`src/rtl/sap1_pkg.sv`:
```
// sap1_pkg: opcodes, one-hot T-states and control-word bit positions for the SAP-1 sequencer
package sap1_pkg;
  localparam logic [3:0] OP_LDA = 4'h0;
  localparam logic [3:0] OP_ADD = 4'h1;
  localparam logic [3:0] OP_SUB = 4'h2;
  localparam logic [3:0] OP_OUT = 4'he;
  localparam logic [3:0] OP_HLT = 4'hf;
  typedef enum logic [5:0] {
    T1 = 6'b000001,
    T2 = 6'b000010,
    T3 = 6'b000100,
    T4 = 6'b001000,
    T5 = 6'b010000,
    T6 = 6'b100000
  } tstate_e;
  localparam int CW_CP = 0;
  localparam int CW_EP = 1;
  localparam int CW_LM = 2;
  localparam int CW_ER = 3;
  localparam int CW_LI = 4;
  localparam int CW_EI = 5;
  localparam int CW_LA = 6;
  localparam int CW_EA = 7;
  localparam int CW_SU = 8;
  localparam int CW_EU = 9;
  localparam int CW_LB = 10;
  localparam int CW_LO = 11;
  localparam int CW_W  = 12;
  // Load/increment strobes must fire only on the cycle the state actually advances
  localparam logic [CW_W-1:0] CW_STROBES = CW_W'((1 << CW_CP) | (1 << CW_LM) | (1 << CW_LI) |
                                                 (1 << CW_LA) | (1 << CW_LB) | (1 << CW_LO));
endpackage

```
`src/rtl/sap1_controller_sequencer_if.sv`:
```
// sap1_controller_sequencer_if: run/step/opcode inputs and control-word outputs of the SAP-1 sequencer
interface sap1_controller_sequencer_if #(parameter int OpcodeWidth = 4);
  logic                   i_run;
  logic                   i_step;
  logic [OpcodeWidth-1:0] i_opcode;
  logic [5:0]             o_tstate;
  logic o_cp, o_ep, o_lm, o_er, o_li, o_ei, o_la, o_ea, o_su, o_eu, o_lb, o_lo, o_halted;
  modport master (
    input  i_run, i_step, i_opcode,
    output o_tstate, o_cp, o_ep, o_lm, o_er, o_li, o_ei, o_la, o_ea, o_su, o_eu, o_lb, o_lo, o_halted
  );
  modport slave (
    output i_run, i_step, i_opcode,
    input  o_tstate, o_cp, o_ep, o_lm, o_er, o_li, o_ei, o_la, o_ea, o_su, o_eu, o_lb, o_lo, o_halted
  );
endinterface

```
`src/rtl/sap1_ring_counter.sv`:
```
// sap1_ring_counter: one-hot T1..T6 ring with advance enable and early return to T1
module sap1_ring_counter
  import sap1_pkg::*;
(
  input  logic    clk,
  input  logic    rst,
  input  logic    adv,
  input  logic    ret,
  output tstate_e tstate_q
);
  tstate_e tstate_d;
  always_comb tstate_d = !adv ? tstate_q : ret ? T1 : tstate_e'({tstate_q[4:0], tstate_q[5]});
  always_ff @(posedge clk or posedge rst)
    if (rst) tstate_q <= T1;
    else     tstate_q <= tstate_d;
endmodule

```
`src/rtl/sap1_controller_sequencer.sv`:
```
// sap1_controller_sequencer: SAP-1 T-state sequencer and microcode decode with run/step/halt.
// SAP1_VARIABLE_CYCLE_EN returns to T1 right after each instruction's last active state.
module sap1_controller_sequencer
  import sap1_pkg::*;
#(
  parameter int OpcodeWidth = 4
) (
  input logic                          i_clk,
  input logic                          i_rst,
  sap1_controller_sequencer_if.master  bus
);
  logic step_q, step_d, halted_q, halted_d;
  logic adv, ring_adv, ret, hlt_hit;
  logic is_lda, is_add, is_sub, is_out, is_hlt, is_mem;
  logic [CW_W-1:0] cw, cw_g;
  tstate_e t;
  sap1_ring_counter u_ring (
    .clk(i_clk), .rst(i_rst), .adv(ring_adv), .ret(ret), .tstate_q(t)
  );
  always_comb begin
    is_lda   = bus.i_opcode == OpcodeWidth'(OP_LDA);
    is_add   = bus.i_opcode == OpcodeWidth'(OP_ADD);
    is_sub   = bus.i_opcode == OpcodeWidth'(OP_SUB);
    is_out   = bus.i_opcode == OpcodeWidth'(OP_OUT);
    is_hlt   = bus.i_opcode == OpcodeWidth'(OP_HLT);
    is_mem   = is_lda | is_add | is_sub;
    adv      = !halted_q && (bus.i_run || (bus.i_step && !step_q));
    hlt_hit  = t == T4 && is_hlt;
    ring_adv = adv && !hlt_hit;
    step_d   = bus.i_step;
    halted_d = halted_q || hlt_hit;
`ifdef SAP1_VARIABLE_CYCLE_EN
    ret = (t == T3 && !(is_mem | is_out | is_hlt)) || (t == T4 && is_out) || (t == T5 && is_lda);
`else
    ret = 1'b0;
`endif
    cw = '0;
    case (t)
      T1: begin cw[CW_EP] = 1'b1; cw[CW_LM] = 1'b1; end
      T2: cw[CW_CP] = 1'b1;
      T3: begin cw[CW_ER] = 1'b1; cw[CW_LI] = 1'b1; end
      T4: begin cw[CW_EI] = is_mem; cw[CW_LM] = is_mem; cw[CW_EA] = is_out; cw[CW_LO] = is_out; end
      T5: begin cw[CW_ER] = is_mem; cw[CW_LA] = is_lda; cw[CW_LB] = is_add | is_sub; end
      T6: begin cw[CW_EU] = is_add | is_sub; cw[CW_LA] = is_add | is_sub; cw[CW_SU] = is_sub; end
      default: cw = '0;
    endcase
    cw_g = (i_rst || halted_q) ? '0 : adv ? cw : cw & ~CW_STROBES;
  end
  always_ff @(posedge i_clk or posedge i_rst)
    if (i_rst) begin
      step_q   <= 1'b0;
      halted_q <= 1'b0;
    end else begin
      step_q   <= step_d;
      halted_q <= halted_d;
    end
  assign bus.o_tstate = t;
  assign bus.o_halted = halted_q;
  assign bus.o_cp = cw_g[CW_CP];
  assign bus.o_ep = cw_g[CW_EP];
  assign bus.o_lm = cw_g[CW_LM];
  assign bus.o_er = cw_g[CW_ER];
  assign bus.o_li = cw_g[CW_LI];
  assign bus.o_ei = cw_g[CW_EI];
  assign bus.o_la = cw_g[CW_LA];
  assign bus.o_ea = cw_g[CW_EA];
  assign bus.o_su = cw_g[CW_SU];
  assign bus.o_eu = cw_g[CW_EU];
  assign bus.o_lb = cw_g[CW_LB];
  assign bus.o_lo = cw_g[CW_LO];
endmodule

```
`src/flat_wrapper.sv`:
```
// flat-port wrapper written by rule: the top's interface ports become plain ports
module sap1_controller_sequencer_flat import sap1_pkg::*;
#(
  parameter int OpcodeWidth = 4
)
  (i_clk, i_rst, bus_i_run, bus_i_step, bus_i_opcode, bus_o_tstate, bus_o_cp, bus_o_ep, bus_o_lm, bus_o_er, bus_o_li, bus_o_ei, bus_o_la, bus_o_ea, bus_o_su, bus_o_eu, bus_o_lb, bus_o_lo, bus_o_halted);
  sap1_controller_sequencer_if #(.OpcodeWidth(OpcodeWidth)) bus_i ();
  input logic i_clk;
  input logic i_rst;
  input wire logic [$bits(bus_i.i_run)-1:0] bus_i_run;
  input wire logic [$bits(bus_i.i_step)-1:0] bus_i_step;
  input wire logic [$bits(bus_i.i_opcode)-1:0] bus_i_opcode;
  output wire logic [$bits(bus_i.o_tstate)-1:0] bus_o_tstate;
  output wire logic [$bits(bus_i.o_cp)-1:0] bus_o_cp;
  output wire logic [$bits(bus_i.o_ep)-1:0] bus_o_ep;
  output wire logic [$bits(bus_i.o_lm)-1:0] bus_o_lm;
  output wire logic [$bits(bus_i.o_er)-1:0] bus_o_er;
  output wire logic [$bits(bus_i.o_li)-1:0] bus_o_li;
  output wire logic [$bits(bus_i.o_ei)-1:0] bus_o_ei;
  output wire logic [$bits(bus_i.o_la)-1:0] bus_o_la;
  output wire logic [$bits(bus_i.o_ea)-1:0] bus_o_ea;
  output wire logic [$bits(bus_i.o_su)-1:0] bus_o_su;
  output wire logic [$bits(bus_i.o_eu)-1:0] bus_o_eu;
  output wire logic [$bits(bus_i.o_lb)-1:0] bus_o_lb;
  output wire logic [$bits(bus_i.o_lo)-1:0] bus_o_lo;
  output wire logic [$bits(bus_i.o_halted)-1:0] bus_o_halted;
  assign bus_i.i_run = bus_i_run;
  assign bus_i.i_step = bus_i_step;
  assign bus_i.i_opcode = bus_i_opcode;
  assign bus_o_tstate = bus_i.o_tstate;
  assign bus_o_cp = bus_i.o_cp;
  assign bus_o_ep = bus_i.o_ep;
  assign bus_o_lm = bus_i.o_lm;
  assign bus_o_er = bus_i.o_er;
  assign bus_o_li = bus_i.o_li;
  assign bus_o_ei = bus_i.o_ei;
  assign bus_o_la = bus_i.o_la;
  assign bus_o_ea = bus_i.o_ea;
  assign bus_o_su = bus_i.o_su;
  assign bus_o_eu = bus_i.o_eu;
  assign bus_o_lb = bus_i.o_lb;
  assign bus_o_lo = bus_i.o_lo;
  assign bus_o_halted = bus_i.o_halted;
  sap1_controller_sequencer #(.OpcodeWidth(OpcodeWidth)) u_core (.i_clk(i_clk), .i_rst(i_rst), .bus(bus_i));
endmodule
```
`config.mk`:
```
export PLATFORM = sky130hd
export DESIGN_NAME = sap1_controller_sequencer_flat
export DESIGN_NICKNAME = d
export VERILOG_FILES = /design/src/rtl/sap1_pkg.sv /design/src/rtl/sap1_controller_sequencer_if.sv /design/src/rtl/sap1_ring_counter.sv /design/src/rtl/sap1_controller_sequencer.sv /design/src/flat_wrapper.sv
export SDC_FILE = /design/constraint.sdc
export NUM_CORES = 1
export LEC_CHECK = 0
export CAP_MARGIN = 20
export CORE_UTILIZATION = 36
export DETAILED_ROUTE_END_ITERATION = 16
export PLACE_DENSITY_LB_ADDON = 0.12
export SETUP_SLACK_MARGIN = 0.4
export SLEW_MARGIN = 15
export SYNTH_ARGS = -nofsm -noshare
export SYNTH_HDL_FRONTEND = slang
export SYNTH_SLANG_ARGS = --single-unit
```
`constraint.sdc`:
```
create_clock -name i_clk -period 1.45 [get_ports i_clk]
set_input_delay 0.3625 -clock i_clk [delete_from_list [all_inputs] [get_ports i_clk]]
set_output_delay 0.3625 -clock i_clk [all_outputs]
set_load 0.01 [all_outputs]
```
==> out/results.env, run 1 <==
POST_SYNTH_FA_HA_MAJ_AREA_FRACTION=0
PRE_CTS_WS_PS=-1090
CLOCK_TREE.ROOT_CELL='clkbuf_4'
SYNTH-EDFF-COUNT=0
DIE_H_UM=42.6
SYNTH.CELLS.MOST_FREQUENT='dfrtp_1 (7), inv_1 (6), nor2_1 (6)'
CELL_COUNT_AFTER_SYNTHESIS=69
IOPINCOUNT=27
POST_CTS.REPAIR.SETUP_BUFFERS=24
SYNTH.LIB_CELLS_USED.DISTINCT=31
POSTSYNTH.TOPFLOPCELL='dfrtp_1'
CTSRESIZECOUNT=130
SYNTH.AREA.MUX_SHARE=0.0759
SYNTHDOMINANTCELLAREASHARE=0.295
CTS-HTREE-LEVELS=1
YOSYS-TOP-CELLS-AREA='dfrtp_1 (30%), mux2_2 (7.6%), dfstp_2 (4.4%)'
PLACE.PORT_BUFFERS=26
HPWL_MM=1.75
COUNT_OF_HOLD_BUFFERS_INSERTED_BY_POST_CTS_REPAIR=0
SYNTH_TOP_FAMILY_BY_AREA='simple AND/OR/NAND/NOR gates'
SYNTH-ASYNC-RESET-RATIO=1.00
ROUTABILITYCONGESTION=0.858
YOSYS_REGISTER_BITS=8
PLACEMENT_ROWS=14
YOSYSWARNINGS=0
SYNTH-COMPOUND-AREA-SHARE=0.129
INITIAL_CORE_UTIL=0.389
TRITONCTS_NUM_SINKS=8
CTS-ROOT-TO-SINK-BUFFERS=2
RUN.STOP_ERROR='[ERROR DPL-0033] detailed placement checks failed during check placement.'
POSTSYNTHNETCOUNT=77
SEQ_AREA_FRAC_SYNTH=0.340
DIE_WIDTH_UM=42.6
SYNTH_XOR_XNOR_AREA_SHARE=0.0148
STATUS='aborted with a tool error'
CTS_BUFFERS=3
DOMINANT_CELL_TYPE_BY_AREA_AFTER_SYNTHESIS='dfrtp_1'
DPL.CELL_COUNT=135
LASTSTAGE='clock tree synthesis'
SYNTH_MOST_COMMON_CELL='dfrtp_1'
POSTSYNTHAREAPERCELL_UM2=8.60
SYNTH-SIMPLE-AREA-SHARE=0.390
NETLIST_AREA_UM2=593
[through the flow]
stage | instance area [um^2] | hold slack [ps]
floorplan | 718 | 177
global placement | 1170 | 655
detailed placement | 1170 | 662
[logic make-up after synthesis]
family          after synthesis
buf+inv                       8
flops                         8
mux                           4
xor+xnor                      1
simple gates                 37
compound gates               11
==> inputs of run 2 (changes only) <==
Settings changed: CORE_AREA set to 2 2 63 65, CORE_UTILIZATION 36 to not set, DIE_AREA set to 0 0 65 67, PLACE_DENSITY_LB_ADDON 0.12 to 0.15, SETUP_SLACK_MARGIN 0.4 to not set.
Clock period 1.45 ns to 1.9 ns, I/O delays scaled along.
==> run 2 against run 1 <==
Net effect:
- the flow now finishes, with violations (setup timing)
- synthesized area is the same
- synthesized cell count is the same
==> out/results.env, run 2 <==
GRTUSAGEMET3=0.0220
POWER.INTERNAL_W=0.000415
CRIT_FAMILY='buffers and inverters'
GLOBALROUTETOTALUTIL=0.111
LAYOUT_COMMONEST_CELL='buf_4'
HOLDCRITPATHCLASS='primary input to asynchronous set/reset pin'
WORST_SETUP_PATH_START_KIND='register'
GR-USAGE-MET1=0.126
DIE_WIDTH_UM=65  # +53%
TIMING.CRITICAL_PATH.BUF_INV=5
MAXIMUM_NUMBER_OF_PINS_ON_ONE_NET_BEFORE_GLOBAL_ROUTE_REPAIR=9
RSZ0062_AT_GRT='true'
WIRE_PER_INST_UM=12.8
GRT_PASS1_WL_MM=3.76
P_LEAK_nW=0.601
DOMINANT_CELL_TYPE_BY_AREA_AFTER_SYNTHESIS='dfrtp_1'
DRTANTENNAVIOLNETS=0
AREA_DELTA_SYNTH_FINAL_PCT=126
NETLIST_AREA_UM2=593  # unchanged
IOPINCOUNT=27  # unchanged
DRC_ERRORS=0
TIMING_WORST_SLEW_PIN_VALUE_PS=318
SETUP-VIOLATIONS-FINAL=7
STATUS='complete, but fails checks'
DIE_AREA_MM2=0.00436
MAX_CLOCK_FREQ_MHz=502
FIRST_PASS_ITERS=4
DIE_H_UM=67  # +57%
POSTSYNTHNETCOUNT=77  # unchanged
GR-USAGE-MET2=0.214
MAX_FFS_PER_REGISTER=6
LEFTOVER_OVERFLOW_AT_THE_END_OF_GLOBAL_ROUTING=0
CLOCK_TREE_FROM_TRITONCTS='yes'
POST-ROUTE-UTIL=0.372
CLOCK_INSERTION_DELAY_WORST_SKEW_PS=220
INITIAL_CORE_UTIL=0.164  # -0.225
GR-MAX-USAGE-LAYER='met2'
FINALMAXSLEWVIOLATIONS=0
CTS-HTREE-LEVELS=1  # unchanged
TNS_PS=-294
POWER_SWITCHING_SHARE=0.255
CLOCK_NETWORK_POWER_SHARE=0.374
VIAS=771
SETUP_SLACK_PS=-91.5
VIASPERCELL=4.26
CRITICAL_PATH.ENDPOINT_TYPE='output port'
CRITICAL_PATH.SLOWEST_CELL='dfrtp_2'
SYNTH-ASYNC-RESET-RATIO=1.00  # unchanged
IRDROPWORSTVDD_V=0.000268
AREA_OF_THE_MULTI_INPUT_GATES_UM2=518
ANTENNA_FOUND_INITIAL=0
POWER.SHARE.SEQUENTIAL=0.338
CTS_BUFFERS=3  # unchanged
CLOCK_TREE.ROOT_CELL='clkbuf_8'
ANTENNA_CELLS_INSERTED=0
FINAL-HOLD-VIOLATION-COUNT=0
FF_LATCH_AREA_UM2=205
HPWL_MM=1.80  # +3.1%
NUM-NETS-FINAL=142
TIMING.CLOCK.SKEW_PS=4.80
POWER_PER_CELL_AREA_mW_PER_MM2=415
SYNTH.CELLS.MOST_FREQUENT='dfrtp_1 (7), inv_1 (6), nor2_1 (6)'
TIMING.SLEW.HEADROOM=0.786
YOSYSWARNINGS=0  # unchanged
MAXCAPVIOLATIONS=0
WORST_PATH_MOST_REPEATED_CELL='buf_4'
YOSYS_REGISTER_BITS=8  # unchanged
VIOLATIONS='setup timing'
MIN_PERIOD_PS=1990
P_SW_W=0.000142
PLACE.PORT_BUFFERS=26  # unchanged
CRIT_CHAIN='inv_2 > buf_4 > buf_4 > buf_4 > nor4_2 > buf_2'
LAYOUT.CELLS.MOST_COMMON_LIST='buf_4 (29), buf_2 (12), buf_6 (8)'
FIN_CELLS=181
FINAL_LAYOUT_SIZE_SUFFIX_GT1_FRAC=0.677
POSTSYNTH.TOPFLOPCELL='dfrtp_1'
FINAL_CRITICAL_PATH_SHARE_OF_THE_CLOCK_PERIOD=1.05
TOTALWIRELENGTH_MM=2.32
COMBPWRFRAC=0.288
DETAIL_ROUTE.ITER0.VIOLATIONS=18
PLACEMENT_ROWS=22  # +8
GRT_PASS1_VIAS=830
WORST-PATH-MAX-FANOUT=6
CRIT_ARRIVAL_PS=1520
ROUTABILITYCONGESTION=0.769  # -10%
YOSYS-TOP-CELLS-AREA='dfrtp_1 (30%), mux2_2 (7.6%), dfstp_2 (4.4%)'
SYNTH_MOST_COMMON_CELL='dfrtp_1'
DELAY_OF_THE_SLOWEST_CELL_ON_THE_WORST_PATH_PS=460
CELL_COUNT_AFTER_SYNTHESIS=69  # unchanged
FILLER_CELL_COUNT=395
SYNTH.LIB_CELLS_USED.DISTINCT=31  # unchanged
R2R_CELLS=4
TRITONCTS_NUM_SINKS=8  # unchanged
SEQ_AREA_FRAC_SYNTH=0.340  # unchanged
SYNTH-EDFF-COUNT=0  # unchanged
REGISTER_CONTAINING_THE_MOST_FLIP_FLOPS_IN_THE_FINAL_LAYOUT='u_core.u_ring.tstate_q'
WORST-SETUP-PATH-TYPE='register to output port'
CTS-ROOT-TO-SINK-BUFFERS=2  # unchanged
SYNTHDOMINANTCELLAREASHARE=0.295  # unchanged
DPL.CELL_COUNT=169  # +25%
CP_DATA_REQUIRED_TIME_PS=1420
WORST-PATH-STAGES=6
DESIGN.CORE.AREA_MM2=0.00361
COUNT_OF_HOLD_BUFFERS_INSERTED_BY_POST_CTS_REPAIR=0  # unchanged
WORST_SETUP_HOLD_PATH_CLK_SLEW_PS=40
POSTSYNTHAREAPERCELL_UM2=8.60  # unchanged
run 2: cell counts after synthesis:
Identical to the previous run, type by type.
run 2: routing by layer:
| metal | up-vias | wire length [um] |
|---|---|---|
| li1 | 385 | - |
| met1 | 367 | 957 |
| met2 | 17 | 1260 |
| met3 | 2 | 81 |
| met4 | 0 | 28 |
| met5 | - | 0 |
run 2: what timing repair did:
item | 4_1_cts | 5_1_grt
pin swaps | 14 | 7
gates cloned | 0 | 0
endpoints found under the setup margin | 13 | 12
buffers inserted | 8 | 0
gates resized for setup | 93 | 25
run 2: worst register-to-register path, delay by kind of cell (launching register included):
| family | cells | cell delay, ps |
|---|---|---|
| and+or+nand+nor | 1 | 170 |
| buffers and inverters | 1 | 170 |
| AOI/OAI and AO/OA | 1 | 190 |
| DFF | 1 | 390 |
| muxes | 1 | 340 |
run 2: through the flow:
stage               cell area (um^2)  hold slack, ps  total power (W)  setup WS, ps
floorplan                        593             290         0.000228          65.5
detailed placement              1110             728         0.000318          -822
finish                          1340             355         0.000557         -91.5
CTS                             1270             373         0.000554          -123
global placement                1110             711         0.000319          -833
global route                    1340             392         0.000589          -177
run 2: cells by family (layout without fill, tap and decap cells):
family,Yosys count,after routing,share of synthesized area
AND/OR/NAND/NOR,37,37,0.390
AO/OA/AOI/OAI,11,11,0.129
flip-flops,8,8,0.340
buffers and inverters,8,72,0.0506
multiplexers,4,4,0.0759
XOR/XNOR,1,1,0.0148
run 2: power groups by stage:
stage	sequential [W]	clock [W]	combinational, W
2_1_floorplan	0.000193	0	0.0000348
3_3_place_gp	0.000188	0	0.000132
3_5_place_dp	0.000188	0	0.000130
4_1_cts	0.000188	0.000215	0.000151
5_1_grt	0.000189	0.000228	0.000172
6_report	0.000188	0.000209	0.000160
run 2: final cells by class:
class                           count  share of cell area
Multi-Input combinational cell     53               0.386
Timing Repair Buffer               61               0.363
Sequential cell                     8               0.153
Tap cell                           48              0.0448
Clock buffer                        4              0.0336
Inverter                            7              0.0196
run 2: worst paths after layout:
kind / start / end / slack [ps]
setup / recovery: u_core.u_ring.tstate_q[4] / bus_o_lb / -90
hold / removal: i_rst / u_core.u_ring.tstate_q[3] / 350
setup reg to reg: u_core.step_q / u_core.u_ring.tstate_q[2] / 520
hold reg to reg: u_core.u_ring.tstate_q[2] / u_core.u_ring.tstate_q[2] / 730
max in group asynchronous: i_rst / u_core.u_ring.tstate_q[0] / 1250
min in group i_clk: bus_i_step / u_core.step_q / 610
(Power assumes the default switching activity.)
==> inputs of run 3 (changes only) <==
Settings changed: PLACE_DENSITY_LB_ADDON 0.15 to not set, SYNTH_HIERARCHICAL set to 1.
==> run 3 against run 2 <==
Net effect:
- the run still ends with setup timing left
- sequential share of layout area is essentially flat
- cell count grew 6.6%
- via count is 11% higher
- die area is the same
- synthesized area up 1.9%
- synthesized cell count rose by 7.2%
- total power increased by 31%
- flip-flop and latch count unchanged
==> out/results.env, run 3 <==
STATUS='complete, but fails checks'
MAX_CLOCK_FREQ_MHz=470  # -6.3%
SYNTH.CELLS.MOST_FREQUENT='inv_1 (11), nor2_1 (8), dfrtp_1 (7), nand2_1 (7)'
WORST_SETUP_HOLD_PATH_CLK_SLEW_PS=40  # about the same
DOMINANT_CELL_TYPE_BY_AREA_AFTER_SYNTHESIS='dfrtp_1'
PLACEMENT_ROWS=22  # unchanged
R2R_CELLS=7  # +3
COMBPWRFRAC=0.408  # +0.120
CLOCK_TREE.ROOT_CELL='clkbuf_8'
SETUP_SLACK_PS=-226  # -134 ps
POWER.SHARE.SEQUENTIAL=0.291  # -0.047
POWER.INTERNAL_W=0.000490  # +18%
POWER_SWITCHING_SHARE=0.326  # +0.0713
LAYOUT_COMMONEST_CELL='buf_4'
FINISH.INSTANCE_AREA_MM2=0.00135  # +0.84%
WORST_R2R_ENDPOINT='u_core/u_ring/tstate_q[4]'
SYNTH_MOST_COMMON_CELL='inv_1'
COUNT_OF_HOLD_BUFFERS_INSERTED_BY_POST_CTS_REPAIR=0  # unchanged
FIN_CELLS=193  # +6.6%
VIOLATIONS='setup timing'
YOSYS_REGISTER_BITS=8  # unchanged
POSTSYNTHAREAPERCELL_UM2=8.17  # -5.0%
TIMING.CLOCK.SKEW_PS=6.38  # +1.58 ps
INITIAL_CORE_UTIL=0.168  # +0.00312
CTS-HTREE-LEVELS=1  # unchanged
CTS_BUFFERS=3  # unchanged
FINALMAXSLEWVIOLATIONS=0  # unchanged
WIRE_PER_INST_UM=13.7  # +7.1%
PLACE.PORT_BUFFERS=26  # unchanged
DRTANTENNAVIOLNETS=0  # unchanged
YOSYS-TOP-CELLS-AREA='dfrtp_1 (29%), inv_1 (6.8%), nor4_2 (6.2%)'
CRIT_ARRIVAL_PS=1650  # +130 ps
REGISTER_CONTAINING_THE_MOST_FLIP_FLOPS_IN_THE_FINAL_LAYOUT='u_core/u_ring/tstate_q'
FINAL_CRITICAL_PATH_SHARE_OF_THE_CLOCK_PERIOD=1.12  # +0.0705
CP_DATA_REQUIRED_TIME_PS=1420  # about the same
P_SW_W=0.000238  # +67%
RSZ0062_AT_GRT='true'
PRE_CTS_WS_PS=-919  # -96.5 ps
CTS-ROOT-TO-SINK-BUFFERS=2  # unchanged
CLOCK_TREE_FROM_TRITONCTS='yes'
WORST-SETUP-PATH-TYPE='register to output port'
NETLIST_AREA_UM2=604  # +1.9%
GLOBALROUTETOTALUTIL=0.125  # +0.0140
DETAILROUTE.WIRELENGTH.MET3_UM=180  # +120%
MAX_FFS_PER_REGISTER=6  # unchanged
CELL_COUNT_AFTER_SYNTHESIS=74  # +7.2%
TIMING.RR.START='u_core/u_ring/tstate_q[0]'
MAXIMUM_NUMBER_OF_PINS_ON_ONE_NET_BEFORE_GLOBAL_ROUTE_REPAIR=13  # +4
DPL.CELL_COUNT=180  # +6.5%
GRT_PASS1_WL_MM=4.06  # +8.1%
HIGHEST_LAYER='met4'
NUM-NETS-FINAL=154  # +8.5%
POSTSYNTH.TOPFLOPCELL='dfrtp_1'
DETAIL_ROUTE.ITER0.VIOLATIONS=55  # +37
ANTENNA_FOUND_INITIAL=0  # unchanged
FILLER_CELL_COUNT=372  # -5.8%
SYNTH-EDFF-COUNT=0  # unchanged
HPWL_MM=1.75  # -2.8%
FINAL-HOLD-VIOLATION-COUNT=0  # unchanged
GRT_PASS1_VIAS=880  # +6.0%
DESIGN.CORE.AREA_MM2=0.00361  # unchanged
VIASPERCELL=4.42  # +3.9%
VIAS=854  # +11%
WORST-PATH-MAX-FANOUT=5  # -1
IRDROPWORSTVDD_V=0.000152  # -43%
DIE_AREA_MM2=0.00436  # unchanged
SYNTH-ASYNC-RESET-RATIO=1.00  # unchanged
YOSYSWARNINGS=6  # +6
CLOCK_NETWORK_POWER_SHARE=0.301  # -0.073
PLACED_AREA_MM2=0.00114  # +2.7%
RRSETUPSLACK_PS=100  # -420 ps
DRC_ERRORS=0  # unchanged
MIN_PERIOD_PS=2130  # +134 ps
WORST_SETUP_PATH_START_KIND='register'
FINAL_LAYOUT_SIZE_SUFFIX_GT1_FRAC=0.593  # -0.0836
CLOCK_INSERTION_DELAY_WORST_SKEW_PS=240  # +20 ps
TNS_PS=-1340  # -1040 ps
TRITONCTS_NUM_SINKS=8  # unchanged
DIE_WIDTH_UM=65  # unchanged
FF_LATCH_AREA_UM2=206  # +0.61%
LEFTOVER_OVERFLOW_AT_THE_END_OF_GLOBAL_ROUTING=0  # unchanged
HOLDCRITPATHCLASS='primary input to asynchronous set/reset pin'
MAXCAPVIOLATIONS=0  # unchanged
LAYOUT.CELLS.MOST_COMMON_LIST='buf_4 (28), buf_2 (13), buf_6 (12)'
ANTENNA_CELLS_INSERTED=0  # unchanged
SYNTHDOMINANTCELLAREASHARE=0.290  # -0.00550
CRITICAL_PATH.ENDPOINT_TYPE='output port'
FIRST_PASS_ITERS=4  # unchanged
SETUP-VIOLATIONS-FINAL=11  # +4
FIN_TOTAL_PWR_W=0.000728  # +31%
P_LEAK_nW=0.610  # +1.5%
SEQ_AREA_FRAC_SYNTH=0.333  # -0.00633
IOPINCOUNT=27  # unchanged
AREA_OF_THE_MULTI_INPUT_GATES_UM2=497  # -4.1%
SYNTH.LIB_CELLS_USED.DISTINCT=30  # -3.2%
AREA_DELTA_SYNTH_FINAL_PCT=124
ROUTABILITYCONGESTION=0.941  # +22%
TOTALWIRELENGTH_MM=2.65  # +14%
MET2_WIRELENGTH_MM=1.43  # +14%
POWER_PER_CELL_AREA_mW_PER_MM2=538  # +30%
DIE_H_UM=67  # unchanged
MET1WIRELENGTH_UM=975  # +1.9%
## run 3: cell types whose count changed after synthesis, sizes merged, moves of 2 or more
| cell | previous run | this run |
|---|---|---|
| and2 | 3 | 1 |
| inv | 7 | 11 |
| mux2 | 4 | 0 |
| nand2 | 4 | 7 |
| nand3b | 0 | 2 |
| nor2 | 6 | 8 |
| nor3 | 6 | 2 |
| nor4 | 1 | 5 |
| o211ai | 2 | 0 |
| o22ai | 0 | 4 |
## run 3: per-layer routing
layer | up-vias | GRT usage
li1 | 403 | -
met1 | 406 | 0.126
met2 | 38 | 0.232
met3 | 7 | 0.0270
met4 | 0 | 0.0824
met5 | - | 0
## run 3: logic make-up (layout without fill, tap and decap cells)
kind of cell           after synthesis  count (layout)  share of synthesized area
AND/OR/NAND/NOR                     39              39                      0.412
flip-flops                           8               8                      0.333
AO/OA/AOI/OAI                       13              13                      0.147
XOR/XNOR                             1               1                     0.0145
other                                1               6                    0.00621
buffers and inverters               12              78                     0.0870
## run 3: worst max-delay path by stage
stage | cells after the start | startpoint | to | slack (ps)
after global routing | 5 | u_core/u_ring/tstate_q[1] | bus_o_lm | -350
after CTS | 5 | u_core/u_ring/tstate_q[1] | bus_o_lm | -200
after floorplan | 3 | u_core/u_ring/tstate_q[1] | bus_o_lb | 10
after detailed placement | 6 | bus_i_opcode[1] | bus_o_lm | -920
final | 5 | u_core/u_ring/tstate_q[1] | bus_o_lm | -230
after global placement | 5 | i_rst | bus_o_su | -890
## run 3: power groups by stage
stage / logic [W] / registers (W) / clock network, W
floorplan: 0.0000761 / 0.000219 / 0
global route: 0.000317 / 0.000215 / 0.000236
finish: 0.000297 / 0.000212 / 0.000219
CTS: 0.000261 / 0.000207 / 0.000224
detailed placement: 0.000232 / 0.000207 / 0
global placement: 0.000226 / 0.000206 / 0
## run 3: layout make-up
class,instances,share of cell area
repair buffers,63,0.372
well taps,48,0.0444
inverters,11,0.0305
clock buffers,4,0.0333
flip-flops and latches,8,0.153
multi-input cells,59,0.367
## run 3: timing repair
item | CTS | global route
resized for setup | 92 | 25
pin swaps | 13 | 10
setup endpoints to repair | 15 | 14
setup buffers | 6 | 5
## run 3: critical path: stages, from the launching register on
cell and delay [ps]:
dfrtp_2 460, nor4b_4 310, nand4_1 160, buf_4 160, a211oi_2 160, buf_2 160
## run 3: per-stage QoR
step                      hold slack, ps  utilization
final                                227        0.375
after global routing                 229        0.375
after CTS                            256        0.349
after detailed placement             619        0.317
after global placement               607        0.317
after floorplan                      216            -
